===== config.mk =====
export PLATFORM = sky130hd
export DESIGN_NAME = lcd_bus_driver
export DESIGN_NICKNAME = d
export VERILOG_FILES = /design/src/rtl/lcd_pkg.sv /design/src/rtl/lcd_delay_cnt.sv /design/src/rtl/lcd_bus_driver.sv
export SDC_FILE = /design/constraint.sdc
export NUM_CORES = 1
export LEC_CHECK = 0
export CORE_ASPECT_RATIO = 1.5
export CORE_MARGIN = 10
export CORE_UTILIZATION = 45
export DETAILED_ROUTE_END_ITERATION = 10
export GPL_ROUTABILITY_DRIVEN = 1
export GPL_TIMING_DRIVEN = 0
export PLACE_DENSITY_LB_ADDON = 0.08
export SLEW_MARGIN = 20
export SYNTH_ARGS = -nofsm -noshare
export SYNTH_HDL_FRONTEND = slang
export SYNTH_SLANG_ARGS = --single-unit
export TNS_END_PERCENT = 10

===== constraint.sdc =====
create_clock -name Clk -period 6.8 [get_ports Clk]
set_clock_uncertainty 0.05 [all_clocks]
set_input_delay 1.36 -clock Clk [delete_from_list [all_inputs] [get_ports Clk]]
set_output_delay 1.36 -clock Clk [all_outputs]
set_load 0.005 [all_outputs]

===== src/rtl/lcd_pkg.sv =====
// Shared types and constants for the HD44780 bus driver and its sequencer.
`timescale 1ns/1ps
package lcd_pkg;

    typedef enum logic [3:0] {
        PWR_WAIT,
        INIT_SETUP,
        INIT_PULSE,
        INIT_HOLD,
        IDLE,
        SETUP,
        PULSE,
        HOLD,
        ACK
    } lcd_state_e;

    localparam logic [7:0] FUNC_SET_8B2L = 8'h38;
    localparam logic [7:0] DISP_ON       = 8'h0C;
    localparam logic [7:0] CLEAR         = 8'h01;
    localparam logic [7:0] ENTRY_INC     = 8'h06;
    localparam logic [7:0] DDRAM_SET     = 8'h80;

    localparam int INIT_LEN = 6;

    // Power-up command list: function set three times, display on, clear, entry mode.
    function automatic logic [7:0] init_rom(input logic [2:0] idx);
        logic [7:0] cmd;
        case (idx)
            3'd0, 3'd1, 3'd2: cmd = FUNC_SET_8B2L;
            3'd3:             cmd = DISP_ON;
            3'd4:             cmd = CLEAR;
            default:          cmd = ENTRY_INC;
        endcase
        return cmd;
    endfunction

endpackage


===== src/rtl/lcd_delay_cnt.sv =====
// Loadable down-counter: load N-1 on entry to a timed state and it reports
// done on the Nth cycle. It stops at zero and never wraps. The armed flag
// distinguishes "never loaded since reset" from "count expired".
`timescale 1ns/1ps
module lcd_delay_cnt #(
    parameter int CNT_W = 20
) (
    input  logic             clk,
    input  logic             rst,
    input  logic             load,
    input  logic [CNT_W-1:0] load_val,
    output logic             done,
    output logic             armed
);

    logic [CNT_W-1:0] cnt_d, cnt_q;
    logic             armed_d, armed_q;

    // Next count: reload on request, otherwise decrement and saturate at zero.
    always_comb begin
        cnt_d   = cnt_q;
        armed_d = armed_q;
        if (load) begin
            cnt_d   = load_val;
            armed_d = 1'b1;
        end else if (cnt_q != '0) begin
            cnt_d = cnt_q - 1'b1;
        end
    end

    // Counter state register.
    always_ff @(posedge clk or posedge rst) begin
        if (rst) begin
            cnt_q   <= '0;
            armed_q <= 1'b0;
        end else begin
            cnt_q   <= cnt_d;
            armed_q <= armed_d;
        end
    end

    assign done  = armed_q && (cnt_q == '0);
    assign armed = armed_q;

endmodule


===== src/rtl/lcd_bus_driver.sv =====
// HD44780 8-bit bus driver: runs the power-up init list, then issues one
// byte per sequencer request as a setup / E-pulse / execution-wait cycle and
// acknowledges it with a single-cycle Cuenta pulse. All outputs are flops
// loaded from the next-state decode, so they align exactly with the states.
`timescale 1ns/1ps
module lcd_bus_driver
    import lcd_pkg::*;
#(
    parameter int T_PWRUP = 750000,
    parameter int T_SETUP = 2,
    parameter int T_PULSE = 12,
    parameter int T_CMD   = 2000,
    parameter int T_CLR   = 82000,
    parameter int CNT_W   = 20
) (
    input  logic       Clk,
    input  logic       Reset,
    input  logic [7:0] DatoLCD,
    input  logic       Lista,
    input  logic       Linea2,
    output logic       Cuenta,
    output logic       Listo,
    output logic       LCD_RS,
    output logic       LCD_RW,
    output logic       LCD_E,
    output logic [7:0] LCD_DB
);

    // Counter load values are duration minus one. The first power-up cycle is
    // spent arming the counter, so that wait loads one less.
    localparam logic [CNT_W-1:0] LD_PWRUP = (T_PWRUP > 1) ? CNT_W'(T_PWRUP - 2) : '0;
    localparam logic [CNT_W-1:0] LD_SETUP = CNT_W'(T_SETUP - 1);
    localparam logic [CNT_W-1:0] LD_PULSE = CNT_W'(T_PULSE - 1);
    localparam logic [CNT_W-1:0] LD_CMD   = CNT_W'(T_CMD - 1);
    localparam logic [CNT_W-1:0] LD_CLR   = CNT_W'(T_CLR - 1);
    localparam logic [2:0]       IDX_LAST = 3'(INIT_LEN - 1);

    // Clear Display needs the long execution wait; everything else the short one.
    function automatic logic [CNT_W-1:0] hold_load(input logic [7:0] db, input logic rs);
        return (!rs && db == CLEAR) ? LD_CLR : LD_CMD;
    endfunction

    lcd_state_e       state_d, state_q;
    logic [2:0]       idx_d, idx_q;
    logic [7:0]       db_d, db_q;
    logic             rs_d, rs_q;
    logic             e_d, e_q;
    logic             cuenta_d, cuenta_q;
    logic             listo_d, listo_q;
    logic             cnt_load;
    logic [CNT_W-1:0] cnt_load_val;
    logic             cnt_done;
    logic             cnt_armed;

    lcd_delay_cnt #(
        .CNT_W(CNT_W)
    ) u_delay (
        .clk      (Clk),
        .rst      (Reset),
        .load     (cnt_load),
        .load_val (cnt_load_val),
        .done     (cnt_done),
        .armed    (cnt_armed)
    );

    // Next-state, latched bus byte and delay-counter control.
    always_comb begin
        state_d      = state_q;
        idx_d        = idx_q;
        db_d         = db_q;
        rs_d         = rs_q;
        cnt_load     = 1'b0;
        cnt_load_val = '0;
        case (state_q)
            PWR_WAIT: begin
                if (cnt_done || (!cnt_armed && T_PWRUP == 1)) begin
                    state_d      = INIT_SETUP;
                    idx_d        = 3'd0;
                    db_d         = init_rom(3'd0);
                    rs_d         = 1'b0;
                    cnt_load     = 1'b1;
                    cnt_load_val = LD_SETUP;
                end else if (!cnt_armed) begin
                    cnt_load     = 1'b1;
                    cnt_load_val = LD_PWRUP;
                end
            end
            INIT_SETUP, SETUP: begin
                if (cnt_done) begin
                    state_d      = (state_q == INIT_SETUP) ? INIT_PULSE : PULSE;
                    cnt_load     = 1'b1;
                    cnt_load_val = LD_PULSE;
                end
            end
            INIT_PULSE, PULSE: begin
                if (cnt_done) begin
                    state_d      = (state_q == INIT_PULSE) ? INIT_HOLD : HOLD;
                    cnt_load     = 1'b1;
                    cnt_load_val = hold_load(db_q, rs_q);
                end
            end
            INIT_HOLD: begin
                if (cnt_done) begin
                    if (idx_q == IDX_LAST) begin
                        state_d = IDLE;
                    end else begin
                        state_d      = INIT_SETUP;
                        idx_d        = idx_q + 3'd1;
                        db_d         = init_rom(idx_q + 3'd1);
                        cnt_load     = 1'b1;
                        cnt_load_val = LD_SETUP;
                    end
                end
            end
            IDLE: begin
                if (Linea2) begin
                    state_d      = SETUP;
                    db_d         = DDRAM_SET | DatoLCD;
                    rs_d         = 1'b0;
                    cnt_load     = 1'b1;
                    cnt_load_val = LD_SETUP;
                end else if (Lista) begin
                    state_d      = SETUP;
                    db_d         = DatoLCD;
                    rs_d         = 1'b1;
                    cnt_load     = 1'b1;
                    cnt_load_val = LD_SETUP;
                end
            end
            HOLD: begin
                if (cnt_done) begin
                    state_d = ACK;
                end
            end
            ACK: begin
                state_d = IDLE;
            end
            default: begin
                state_d = PWR_WAIT;
            end
        endcase
    end

    // Output decode from the next state so each registered output tracks its state exactly.
    always_comb begin
        e_d      = (state_d == INIT_PULSE) || (state_d == PULSE);
        cuenta_d = (state_d == ACK);
        listo_d  = (state_d == IDLE);
    end

    // State and output registers; reset drops the bus immediately, even mid-strobe.
    always_ff @(posedge Clk or posedge Reset) begin
        if (Reset) begin
            state_q  <= PWR_WAIT;
            idx_q    <= 3'd0;
            db_q     <= 8'h00;
            rs_q     <= 1'b0;
            e_q      <= 1'b0;
            cuenta_q <= 1'b0;
            listo_q  <= 1'b0;
        end else begin
            state_q  <= state_d;
            idx_q    <= idx_d;
            db_q     <= db_d;
            rs_q     <= rs_d;
            e_q      <= e_d;
            cuenta_q <= cuenta_d;
            listo_q  <= listo_d;
        end
    end

    assign Cuenta = cuenta_q;
    assign Listo  = listo_q;
    assign LCD_RS = rs_q;
    assign LCD_RW = 1'b0;
    assign LCD_E  = e_q;
    assign LCD_DB = db_q;

endmodule

### Word-level counts from Yosys, hierarchy flattened

Cells that the tools add are included.

* bits in registers: 40
* logic and storage cells: 98
* bits of input ports: 12
* output and inout bits: 13

* reduce and logical (&&, ||, !) cells: 19
* add/subtract/negate cells: 2
* multiplexer cells: 46
* equal/unequal tests: 22

Operators with widths (count)
* $pmux W20 S5: 1
* $mux W20: 4
* $mux W8: 5
* $mux W17: 2
* $mux W4: 8
* $pmux W4 S7: 1
* $eq A4 B3 Y1 const B: 6
* $pmux W8 S3: 1
* $logic_not A20 Y1: 1
* $reduce_bool A20 Y1: 1
* $sub A20 B1 Y20 const B: 1
* $mux W3: 6
* $pmux W6 S3: 1
* $mux W1: 14
* $eq A4 B2 Y1 const B: 3
* $eq A4 B4 Y1 const B: 2
* $eq A8 B1 Y1 const B: 1
* $eq A3 B2 Y1 const B: 2
* $eq A3 B3 Y1 const B: 2
* $ne A2 B2 Y1 const B: 3
* $pmux W3 S2: 1
* $reduce_bool A2 Y1: 3
* $reduce_and A5 Y1: 1
* $eq A4 B1 Y1 const B: 1
* other kinds (16): 18

### Depth between registers and ports, before layout

* word-level depth: 7
* depth in mapped cells: 7

### By module

A second synthesis with hierarchy kept.

* cells, all modules: 264
* area, all modules: 2521.2 um^2

By module, submodules not included
* lcd_delay_cnt: sequential area each 525.5 um^2, cells each 136, area an instance 1276.2 um^2, times used 1
* lcd_bus_driver: sequential area each 475.5 um^2, cells each 128, area an instance 1244.9 um^2, times used 1

### Least setup slack after synthesis

Ideal clock, no wire load.

* kind: input -> register
* start point: input port Lista
* end point: register u_delay.armed_q (netlist: u_delay.armed)
* data arrival time: 2.337 ns
* library setup time: 0.127 ns
* buffers on the path: 0
* stages on the path: 4
* setup slack: 4.286 ns
* required time: 6.623 ns
* cell sequence: o21ai_1 > nand2_1 > o22a_2 > or2_2

* word-level cells in the longest chain between the ends: 3

Ends and longest elaborated chain
* start: declaration: line lcd_bus_driver.sv:19 `input logic Lista,`
* $mux W1: line lcd_bus_driver.sv:122 `end else if (Lista) begin`
* $mux W1: line lcd_bus_driver.sv:116 `if (Linea2) begin`
* $pmux W1 S4: line lcd_bus_driver.sv:74 `case (state_q)`
* end signal: assignment: line lcd_delay_cnt.sv:38 `armed_q <= armed_d;`
* end: declaration: line lcd_delay_cnt.sv:17 `logic armed_d, armed_q;`

No other way between the ends.
A chain may end at the register's enable or synchronous reset.

### Worst setup path in the final report

* start point: input port Linea2
* end point: register u_delay.armed_q (netlist: u_delay.armed)

* word-level cells in the longest chain between the ends: 2

Ends and longest elaborated chain
* start: declaration: line lcd_bus_driver.sv:20 `input logic Linea2,`
* $mux W1: line lcd_bus_driver.sv:116
* $pmux W1 S4: line lcd_bus_driver.sv:74

No other way between the ends.

==> impl_metrics.py <==
metrics = {
    "power": {
        "pwr-share-comb_pct": 23.1,
        "switchingPower_mw": 0.188,
        "power.density_nw_per_um2": 211,
        "internal-power_mw": 0.419,
        "p_leak_nw": 1.16,
        "clkPwrFrac_pct": 27.7,
        "p_seq_share_pct": 49.2,
        "ir_worst_vdd_mv": 0.120,
        "p_sw_share_pct": 31.0,
    },
    "yosys": {
        "synth_area_leaders": "dfrtp_1 41%, ha_1 4.1%, o21ai_0 4.1%, xnor2_1 3.6%, nor2_1 3.4%",
        "synth_most_common_cell": "dfrtp_1",
        "synth-async-reset-ratio_pct": 100,
        "yosys.cell_types.count": 58,
        "synth_edf_count": 0,
        "ys.warnings.count": 0,
        "synth_top_area_share_pct": 40.9,
        "syn_area_um2": 2450,
        "synth_nets": 283,
        "synth_common_cells": "40 x dfrtp_1, 22 x nor2_1, 20 x nand2_1, 20 x o21ai_0, 13 x a21oi_1",
        "syn_inst": 263,
        "synth.avg_cell_area_um2": 9.31,
        "ys_seq_area_share_pct": 40.9,
        "yosysTopAreaCell": "dfrtp_1",
        "synth-seq-cells": 40,
        "synth_ff_type": "dfrtp_1",
    },
    "clocking": {
        "cts_setup_buffers": 0,
        "clockBufferDepth": 2,
        "root_buffer": "clkbuf_8",
        "clk_latency_ns": 0.30,
        "cts_tree": "built",
        "cts.sinks": 40,
        "ctsHoldBuffers": 0,
        "cts_buffers": 5,
        "cts-htree-levels": 2,
        "cts_resized": 0,
        "clk_pin_slew_worst_paths_ns": 0.08,
    },
    "timing": {
        "rsz0062_at_grt": "no",
        "finalHoldViolCount": 0,
        "finalSetupViolations": 0,
        "fmax_mhz": 335,
        "period_share_pct": 43.9,
        "relSlewSlack_pct": 29.8,
        "drv_slew": 0,
        "finalCriticalPeriod_ns": 2.99,
        "tightest_slew_ns": 1.04,
        "fin_tns_setup_ns": 0,
    },
    "grt": {
        "grtUsageTotal_pct": 14.8,
        "antenna_found_initial": 0,
        "grt_max_degree": 27,
        "first_global_vias": 2135,
        "grt_remaining_overflow": 0,
        "grt_pass1_wl_mm": 10.3,
    },
    "critical_path": {
        "path_class": "in2reg",
        "end_kind": "flip-flop",
        "critPathSlowestCell": "o21ai_1",
        "crit_arrival_ns": 3.12,
        "critical_path.cell_chain": "clkdlybuf4s50_1, o21ai_1, nand2_1, o22a_2, or2_2",
        "critPathLaunchType": "primary input",
        "required_ns": 6.93,
        "worst-r2r-cell-count": 5,
        "slowest_delay_ns": 0.54,
        "cp_max_fo": 8,
    },
    "placed_design": {
        "portBuffers": 23,
        "gp_congestion": 0.818,
        "dpl.cell_count": 355,
        "hpwl_mm": 4.74,
    },
    "detailed_routing": {
        "ant_nets": 0,
        "vias_per_cell": 5.68,
        "wire_per_inst_um": 16.8,
        "drt_wl_total_mm": 6.08,
        "drcViolationCount": 0,
        "drtPass1Iterations": 4,
        "num_vias": 2063,
        "first_iter_violations": 152,
    },
    "cells_and_area": {
        "stdcell_count": 363,
        "antenna_cells": 0,
        "drive_above_1_share_pct": 9.83,
        "area_growth_syn_to_layout_pct": 17.5,
        "final_net_count": 314,
    },
    "floorplanning": {
        "core_um2": 5200,
        "initial_core_util_pct": 47.0,
        "design.portCount": 25,
        "core.rowCount": 32,
        "dieArea_um2": 8850,
        "dieHeight_um": 110,
        "die_w_um": 80.2,
    },
    "hold_path": {
        "min_path_cells": 1,
        "min_path_type": "reg2reg",
    },
    "outcome": {
        "status": "completed",
    },
    "run": {
        "maxCapViolations": 0,
    },
}
==> worst paths after layout <==
kind	end	start	slack, ns
setup / recovery	u_delay.armed	Linea2	3.81
setup reg to reg	LCD_DB[2]	state_q[3]	3.95
min in group asynchronous	u_delay.cnt_q[4]	Reset	1.30
hold reg to reg	LCD_DB[1]	LCD_DB[1]	0.49
max in group asynchronous	u_delay.cnt_q[17]	Reset	4.94
hold / removal	LCD_DB[1]	LCD_DB[1]	0.49
==> flip-flops by register name, indices dropped and copies added (netlist names) <==
name           cells
Cuenta             1
LCD_RS             1
state_q            4
LCD_DB             8
Listo              1
u_delay.armed      1
LCD_E              1
idx_q              3
u_delay.cnt_q     20
==> layout by cell type, fill, tap and decap left out, types with 3 or more instances in the layout <==
cell type and n:
clkbuf_8 6, nor2_1 22, a31oi_1 3, inv_1 10
nand3b_1 4, nor3_1 7, nand2b_1 4, xor2_1 7
nand2_1 20, or3_1 5, a21oi_1 13, and3_1 3
ha_1 8, xnor2_1 10, clkdlybuf4s50_1 23, mux2_2 4
mux2i_1 3, nand4_1 4, o21a_1 3, nor4_1 7
o21ai_0 20, dfrtp_1 40, nor3b_1 3, o31ai_1 3
nand3_1 6, clkbuf_1 7
==> layer usage <==
| metal | track usage, % | share of wire, % |
|---|---|---|
| met1 | 14.7 | 38 |
| met2 | 28.4 | 57 |
| met3 | 3.16 | 3.2 |
| met4 | 6.19 | 1.7 |
| met5 | 0 | 0 |
==> final cells by class <==
| class | count | area (um2) |
|---|---|---|
| Buffer | 10 | 56.3 |
| Clock buffer | 6 | 82.6 |
| Clock inverter | 2 | 10.0 |
| Fill cell | 509 | 2330 |
| Inverter | 11 | 41.3 |
| Multi-Input combinational cell | 202 | 1350 |
| Sequential cell | 40 | 1000 |
| Tap cell | 68 | 85.1 |
| Timing Repair Buffer | 24 | 250 |
==> power by group through the flow <==
stage                     logic (mW)  clock network, mW  registers [mW]
after floorplan                0.110                  0           0.294
after global placement         0.136                  0           0.302
after detailed placement       0.141                  0           0.302
after CTS                      0.141              0.173           0.298
after global routing           0.156              0.182           0.303
final                          0.140              0.168           0.298
==> cell families (layout without fill, tap and decap cells) <==
family,Yosys count,in the layout,synth area share [%]
XOR/XNOR,17,17,6.08
multiplexers,7,7,3.07
AND/OR/NAND/NOR,108,108,25.3
flip-flops,40,40,40.9
AO/OA/AOI/OAI,61,61,16.4
other,1,1,0.153
buffers and inverters,21,53,3.99
adder cells (fa/ha/maj),8,8,4.09
==> critical path, delay by kind of cell <==
family                 cells  cell delay [ns]
AOI/OAI and AO/OA          2             0.86
and+or+nand+nor            2             0.42
buffers and inverters      1             0.48
==> per-stage QoR <==
stage	total power, mW	setup slack [ns]	instance area (um2)	hold WS, ns	util (%)
6_report	0.607	3.81	2880	0.486	55.3
4_1_cts	0.612	3.79	2880	0.497	55.3
5_1_grt	0.641	3.69	2880	0.514	55.3
3_3_place_gp	0.438	3.53	2760	0.470	53.1
2_1_floorplan	0.404	4.29	2450	0.465	-
3_5_place_dp	0.443	3.48	2780	0.474	53.5
Power figures use the tool's default switching activity.
